==> src/rtl/logger_pkg.sv <==
// Shared definitions for the event-logger byte stream: sync marker, FSM states
// and the CRC-8 (poly 0x07) byte update.
package logger_pkg;

  localparam logic [7:0] SYNC_BYTE = 8'hA5;
  localparam logic [7:0] CRC8_POLY = 8'h07;

  typedef enum logic {
    IDLE = 1'b0,
    SEND = 1'b1
  } logger_state_e;

  // One byte of CRC-8, MSB first, no reflection, no final xor.
  function automatic logic [7:0] crc8_update(input logic [7:0] crc, input logic [7:0] data);
    logic [7:0] c;
    c = crc ^ data;
    for (int i = 0; i < 8; i++) begin
      c = c[7] ? ((c << 1) ^ CRC8_POLY) : (c << 1);
    end
    return c;
  endfunction

endpackage

==> src/rtl/logger_rr_arbiter.sv <==
// Round-robin arbiter: one-hot grant among requesters, search starting just
// after the last accepted channel; the pointer only moves on accept.
module logger_rr_arbiter #(
  parameter int unsigned NUM_CH = 4,
  parameter int unsigned IDX_W  = 2
) (
  input  logic              clk,
  input  logic              rst_n,
  input  logic [NUM_CH-1:0] req,
  input  logic              accept,
  output logic [NUM_CH-1:0] grant_c,
  output logic [IDX_W-1:0]  grant_idx_c
);

  generate
    if (NUM_CH == 1) begin : g_single
      logic unused_arb;
      assign unused_arb  = ^{clk, rst_n, accept};
      assign grant_c     = req;
      assign grant_idx_c = '0;
    end else begin : g_rr
      localparam int unsigned SUM_W = IDX_W + 1;
      logic [IDX_W-1:0] last_q;

      // Reset to the top channel so channel 0 is searched first.
      always_ff @(posedge clk or negedge rst_n) begin
        if (!rst_n) begin
          last_q <= IDX_W'(NUM_CH - 1);
        end else if (accept) begin
          last_q <= grant_idx_c;
        end
      end

      // Walk from farthest to nearest so the nearest requester wins.
      always_comb begin
        logic [SUM_W-1:0] sum;
        grant_c     = '0;
        grant_idx_c = last_q;
        sum         = '0;
        for (int unsigned k = NUM_CH; k > 0; k--) begin
          sum = {1'b0, last_q} + SUM_W'(k);
          if (sum >= SUM_W'(NUM_CH)) begin
            sum = sum - SUM_W'(NUM_CH);
          end
          if (req[sum[IDX_W-1:0]]) begin
            grant_c                 = '0;
            grant_c[sum[IDX_W-1:0]] = 1'b1;
            grant_idx_c             = sum[IDX_W-1:0];
          end
        end
      end
    end
  endgenerate

endmodule

==> src/rtl/uart_logger_mux.sv <==
// Multiplexes NUM_CH timestamped event channels into a framed byte stream.
// Define LOGGER_CRC8_EN to append a CRC-8 byte to every record.
module uart_logger_mux
  import logger_pkg::*;
#(
  parameter int unsigned NUM_CH = 4,
  parameter int unsigned ID_W   = 16,
  parameter int unsigned TS_W   = 64
) (
  input  logic                   clk,
  input  logic                   rst_n,
  input  logic [NUM_CH-1:0]      ev_valid,
  output logic [NUM_CH-1:0]      ev_ready,
  input  logic [NUM_CH*ID_W-1:0] ev_id,
  input  logic [NUM_CH*TS_W-1:0] ev_start,
  input  logic [NUM_CH*TS_W-1:0] ev_end,
  input  logic [NUM_CH*TS_W-1:0] ev_delta,
  output logic                   byte_valid,
  input  logic                   byte_ready,
  output logic [7:0]             byte_data,
  output logic                   byte_last
);

  localparam int unsigned IDX_W      = (NUM_CH > 1) ? $clog2(NUM_CH) : 1;
  localparam int unsigned DATA_BYTES = 2 + ID_W / 8 + 3 * (TS_W / 8);
`ifdef LOGGER_CRC8_EN
  localparam int unsigned REC_LEN    = DATA_BYTES + 1;
`else
  localparam int unsigned REC_LEN    = DATA_BYTES;
`endif
  localparam int unsigned CNT_W      = $clog2(REC_LEN);
  localparam int unsigned SHIFT_W    = DATA_BYTES * 8;

  logger_state_e     state_q;
  logger_state_e     state_d;
  logic [CNT_W-1:0]  cnt_q;
  logic [SHIFT_W-1:0] shift_q;
  logic [SHIFT_W-1:0] record_c;
  logic              accept_en_q;
  logic [NUM_CH-1:0] grant_c;
  logic [IDX_W-1:0]  grant_idx_c;
  logic              capture_c;
  logic              advance_c;
`ifdef LOGGER_CRC8_EN
  logic [7:0]        crc_q;
`endif

  logger_rr_arbiter #(
    .NUM_CH (NUM_CH),
    .IDX_W  (IDX_W)
  ) u_arb (
    .clk         (clk),
    .rst_n       (rst_n),
    .req         (ev_valid),
    .accept      (capture_c),
    .grant_c     (grant_c),
    .grant_idx_c (grant_idx_c)
  );

  assign capture_c = |(ev_valid & ev_ready);
  assign advance_c = byte_valid & byte_ready;

  // Frame: sync, channel, ID, start, end, delta -- all MSB byte first.
  assign record_c = {SYNC_BYTE,
                     8'(grant_idx_c),
                     ev_id[grant_idx_c*ID_W +: ID_W],
                     ev_start[grant_idx_c*TS_W +: TS_W],
                     ev_end[grant_idx_c*TS_W +: TS_W],
                     ev_delta[grant_idx_c*TS_W +: TS_W]};

  // State register
  always_ff @(posedge clk or negedge rst_n) begin
    if (!rst_n) begin
      state_q <= IDLE;
    end else begin
      state_q <= state_d;
    end
  end

  // Next-state logic
  always_comb begin
    state_d = state_q;
    case (state_q)
      IDLE:    if (capture_c) state_d = SEND;
      SEND:    if (advance_c && byte_last) state_d = IDLE;
      default: state_d = IDLE;
    endcase
  end

  // Output decode; ready stays low until the first clock after reset release.
  always_comb begin
    ev_ready   = '0;
    byte_valid = 1'b0;
    byte_last  = 1'b0;
    case (state_q)
      IDLE:    ev_ready = accept_en_q ? grant_c : '0;
      SEND: begin
        byte_valid = 1'b1;
        byte_last  = (cnt_q == CNT_W'(REC_LEN - 1));
      end
      default: ;
    endcase
  end

`ifdef LOGGER_CRC8_EN
  assign byte_data = byte_last ? crc_q : shift_q[SHIFT_W-1 -: 8];
`else
  assign byte_data = shift_q[SHIFT_W-1 -: 8];
`endif

  // Record shift register and byte counter
  always_ff @(posedge clk or negedge rst_n) begin
    if (!rst_n) begin
      accept_en_q <= 1'b0;
      cnt_q       <= '0;
      shift_q     <= '0;
    end else begin
      accept_en_q <= 1'b1;
      if (capture_c) begin
        cnt_q   <= '0;
        shift_q <= record_c;
      end else if (advance_c) begin
        cnt_q   <= byte_last ? '0 : cnt_q + CNT_W'(1);
        shift_q <= shift_q << 8;
      end
    end
  end

`ifdef LOGGER_CRC8_EN
  // Running CRC over every byte already accepted in this record.
  always_ff @(posedge clk or negedge rst_n) begin
    if (!rst_n) begin
      crc_q <= '0;
    end else if (capture_c) begin
      crc_q <= '0;
    end else if (advance_c) begin
      crc_q <= crc8_update(crc_q, byte_data);
    end
  end
`endif

endmodule
==> config.mk <==
export PLATFORM = sky130hd
export DESIGN_NAME = uart_logger_mux
export DESIGN_NICKNAME = d
export VERILOG_FILES = /design/src/rtl/logger_pkg.sv /design/src/rtl/logger_rr_arbiter.sv /design/src/rtl/uart_logger_mux.sv
export SDC_FILE = /design/constraint.sdc
export NUM_CORES = 1
export LEC_CHECK = 0
export CAP_MARGIN = 20
export CORE_AREA = 2 2 335 337
export CTS_BUF_LIST = sky130_fd_sc_hd__clkbuf_8 sky130_fd_sc_hd__clkbuf_16
export CTS_CLUSTER_DIAMETER = 60
export CTS_CLUSTER_SIZE = 12
export DETAILED_ROUTE_END_ITERATION = 10
export DIE_AREA = 0 0 337 339
export DONT_BUFFER_PORTS = 1
export HOLD_SLACK_MARGIN = 0.12
export MAX_ROUTING_LAYER = met4
export PLACE_DENSITY = 0.34
export SLEW_MARGIN = 20
export SYNTH_ARGS = -nofsm -noshare
export SYNTH_HDL_FRONTEND = slang
export SYNTH_HIERARCHICAL = 1
export SYNTH_SLANG_ARGS = --single-unit
==> constraint.sdc <==
create_clock -name clk -period 3.66 [get_ports clk]
set_input_delay 0.366 -clock clk [delete_from_list [all_inputs] [get_ports clk]]
set_output_delay 0.366 -clock clk [all_outputs]
set_load 0.1 [all_outputs]
==> Flow_metrics.wiki <==
{| class="wikitable"
! Metric !! Value
|-
| Mux contribution to synthesized area || a little under three fifths
|-
| Total number of nets in the final design || just over 2000
|-
| Fraction of final layout cells sized beyond drive strength 1 || 56.73%
|-
| Library cell contributing the largest single delay on the critical path || sky130_fd_sc_hd__mux4_1
|-
| Ports || 853
|-
| Slew at the pin with the worst max-slew slack || around 1000 ps
|-
| Area of the die || 114200 sq um
|-
| CORE AREA || approximately 110000 sq um
|-
| Run status || finished, violations left
|-
| Total leakage power || ~0.0088 uW
|-
| Num Clock Sinks || 233
|-
| Die height || 339 um
|-
| FF-to-FF setup slack || approximately 120 ps
|-
| Min Tclk post-route || around 3500 ps
|-
| Category of the worst setup path launch point || flip-flop
|-
| Sequential area share after synthesis || 33.87%
|-
| GRT Overall Usage || 12.63%
|-
| Top cells by area, synth || sky130_fd_sc_hd__dfrtp_1 34%, sky130_fd_sc_hd__mux4_2 27%, sky130_fd_sc_hd__mux2_2 15%, sky130_fd_sc_hd__mux2_4 8.8%, sky130_fd_sc_hd__mux2_1 5.2%
|-
| Largest vdd supply drop || 0.0006050 V
|-
| Die span in x || about 340 um
|-
| Largest family of logic cells by synthesized area || multiplexers
|-
| Cell accounting for the most synthesized area || sky130_fd_sc_hd__dfrtp_1
|-
| Hold Fails Final Rpt || 233
|-
| Cell area power density || between 1000 and 1500 nW/um^2
|-
| Cell-by-cell trace of the critical path || inv_1 > ha_1 > mux4_1 > nand2b_4 > a21oi_1 > a31oi_4 > buf_12 > buf_16 > mux4_2 > mux2_2
|-
| EDFF count, synth || 0
|-
| Compound-cell area share of the yosys netlist || under 10%
|-
| Maximum number of pins on one net before global-route repair || ~230
|-
| Post-Synth Simple-Gate Area || approximately 2.3%
|-
| Violations in the final reports || negative hold slack
|-
| Initial core utilization || 15.60%
|-
| Kind of end point of the critical path || flip-flop
|-
| Final ANT Viol Nets || 0
|-
| Number of vias per cell after detailed routing || just over 4
|-
| Placer congestion estimate || ~0.89
|-
| Remaining routing DRC violations || 0
|-
| H-tree Lvls || 2
|-
| Number of endpoints failing setup at the final stage || 0
|-
| Count of input and output buffers || 0
|-
| Fraction of post-synthesis cell area in the top cell type by area || 33.57%
|-
| Max frequency || approximately 0.28 GHz
|-
| Non-filler instance count after layout || 2754
|-
| Synth cell types || 47
|-
| Final Power || 21720 uW
|-
| List of most frequent post-synthesis cells || 231 x sky130_fd_sc_hd__dfrtp_1, 223 x sky130_fd_sc_hd__mux2_2, 209 x sky130_fd_sc_hd__mux4_2, 101 x sky130_fd_sc_hd__mux2_4, 80 x sky130_fd_sc_hd__mux2_1
|-
| Clock input transition at the sequential cells of the worst setup and hold paths || roughly 50 ps
|-
| RSZ-0062 raised after global routing || false
|-
| Post-synthesis register bit count || around 230
|-
| Hold buffers post-CTS || 66
|-
| Hold Slack || -490.3 ps
|-
| Total wire length || ~74000 um
|-
| Critical path start-end classification || flip-flop to flip-flop
|-
| Post-route clock period utilization || 96.66%
|-
| GR Overflow Total || 0
|-
| Relative max-transition margin || 33.08%
|-
| Gate Count Post-Synth || ~1100
|-
| Post-synthesis instance area || 17220 sq um
|-
| Clock tree root driver cell || sky130_fd_sc_hd__clkbuf_16
|-
| Fraction of the core area covered by cells at the end of the flow || 19.43%
|-
| Synthesis-to-finish area growth || 24.54%
|-
| Async SR Flop Fraction || 100.0%
|-
| Peak fanout along the critical path || 23
|-
| Longest individual stage delay on the worst path || slightly above 600 ps
|-
| Clock tree from TritonCTS || yes
|-
| Source-to-sink clock delay at the later pin of the worst-skew pair || between 500 and 600 ps
|-
| Detailed Routing Iterations Pass 1 || 4
|-
| Core Rows || 122
|-
| Arrival time of the worst setup path || about 4000 ps
|-
| Count of maximum capacitance violations || 0
|-
| Via count of the first global-routing pass || 12581
|-
| Yosys warns || 6
|-
| Clk_skew || approximately 18 ps
|-
| DRC marker count from the first detailed-route iteration || roughly 620
|-
| Number of buffers created by CTS || 38
|-
| Antenna violations before repair || 60
|-
| DP HPWL || roughly 60000 um
|-
| Pre-CTS WS || a little under 60 ps
|-
| Post-Syn Area per Cell || 15.35 sq um
|-
| Post-Synth Adder-Cell Area || 0.5086%
|-
| Max Root-Sink Buffers || 3
|-
| Total via count in the routed design || around 11000
|-
| Most common flop cell mapped by yosys || sky130_fd_sc_hd__dfrtp_1
|-
| Xor-xnor portion of the synthesized cell area || 0.05086%
|-
| Min-Delay Path Class || input pin to async pin
|-
| Least setup slack across all paths after layout || between 100 and 150 ps
|-
| Net count after synthesis || a little under 2000
|-
| Placed cells || roughly 2600
|-
| Count of pins over their slew limit || 0
|-
| Data required, critical path || ~4100 ps
|-
| Per-cell routed wire length || roughly 27 um
|-
| First-pass GRT wire length || between 90000 and 100000 um
|-
| Most common cell in the netlist || sky130_fd_sc_hd__dfrtp_1
|}
[stage by stage]
| step | instance area, sq um | hold WS (ps) | TNS [ps] |
|---|---|---|---|
| final | 21450 | -490.3 | 0 |
| after global routing | 21430 | -537.9 | 0 |
| after CTS | 21270 | -544.1 | 0 |
| after detailed placement | 19270 | 88.07 | 0 |
| after global placement | 19270 | 83.34 | 0 |
| after floorplan | 17220 | 70.41 | -9.650 |
[worst paths after layout]
path	cells past startpoint	endpoint	startpoint
setup / recovery	10	shift_q[115]$_DFFE_PN0P_	u_arb/g_rr.last_q[1]$_DFFE_PN1P_
hold / removal	0	shift_q[102]$_DFFE_PN0P_	rst_n
setup reg to reg	10	shift_q[115]$_DFFE_PN0P_	u_arb/g_rr.last_q[1]$_DFFE_PN1P_
hold reg to reg	2	shift_q[218]$_DFFE_PN0P_	shift_q[210]$_DFFE_PN0P_
max in group asynchronous	0	cnt_q[2]$_DFFE_PN0P_	rst_n
min in group clk	2	shift_q[146]$_DFFE_PN0P_	ev_start[18]
[critical path, delay by kind of cell, from the launching register on]
family                     cells  cell delay [ps]
and+or+nand+nor                1              130
DFF                            1              520
adders and majority gates      1              310
buffers and inverters          3              520
AOI/OAI and AO/OA              2              350
muxes                          3             1500
[state kept, by name (all words and copies together), names as in the netlist]
| name | count |
|---|---|
| shift_q | 224 |
| cnt_q | 5 |
| state_q | 1 |
| u_arb/g_rr.last_q | 2 |
| accept_en_q | 1 |
[layer usage]
metal	up-vias	part of all wire, %	routed length, um	global-route usage (%)
met5	-	0	0	-
met2	585	50	37070	20.98
li1	4699	-	-	-
met4	0	2.8	2078	5.078
met3	115	7.7	5706	3.816
met1	5869	39	28840	14.08
[cells by family (layout without fill, tap and decap cells)]
family / Yosys count / count (layout)
other: 1 / 42
flip-flops: 233 / 233
multiplexers: 621 / 621
adder cells (fa/ha/maj): 7 / 7
buffers and inverters: 116 / 219
AO/OA/AOI/OAI: 62 / 62
AND/OR/NAND/NOR: 81 / 81
XOR/XNOR: 1 / 1
[cell usage in the layout (no fill, tap or decap), drive strengths merged, types with 10 or more instances in the layout]
| cell type | instances |
|---|---|
| inv | 10 |
| a21oi | 17 |
| dfrtp | 231 |
| diode | 41 |
| nand2 | 43 |
| dlygate4sd3 | 66 |
| clkbuf | 45 |
| buf | 80 |
| mux2 | 404 |
| mux4 | 210 |
| o21ai | 15 |
[what timing repair did]
action,CTS,global route
setup endpoints to repair,0,101
hold endpoints to repair,257,233
resized for setup,0,3
setup buffers,0,1
[power breakdown]
group,switching (uW),internal (uW),leakage [uW],total [uW]
Clock,1460,2400,0.000643,3860
Combinational,5790,7570,0.00505,13400
Sequential,1030,3470,0.00313,4490
[area by class of cell]
type	count	area, sq um
timing repair buffer	148	1630
multi-input combinational	773	10660
clock inverter	23	307.8
sequential	233	5833
antenna	41	102.6
clock buffer	43	1031
tap	1488	1862
inverter	5	18.77
fill	11862	88920
Power figures use the tool's default switching activity.
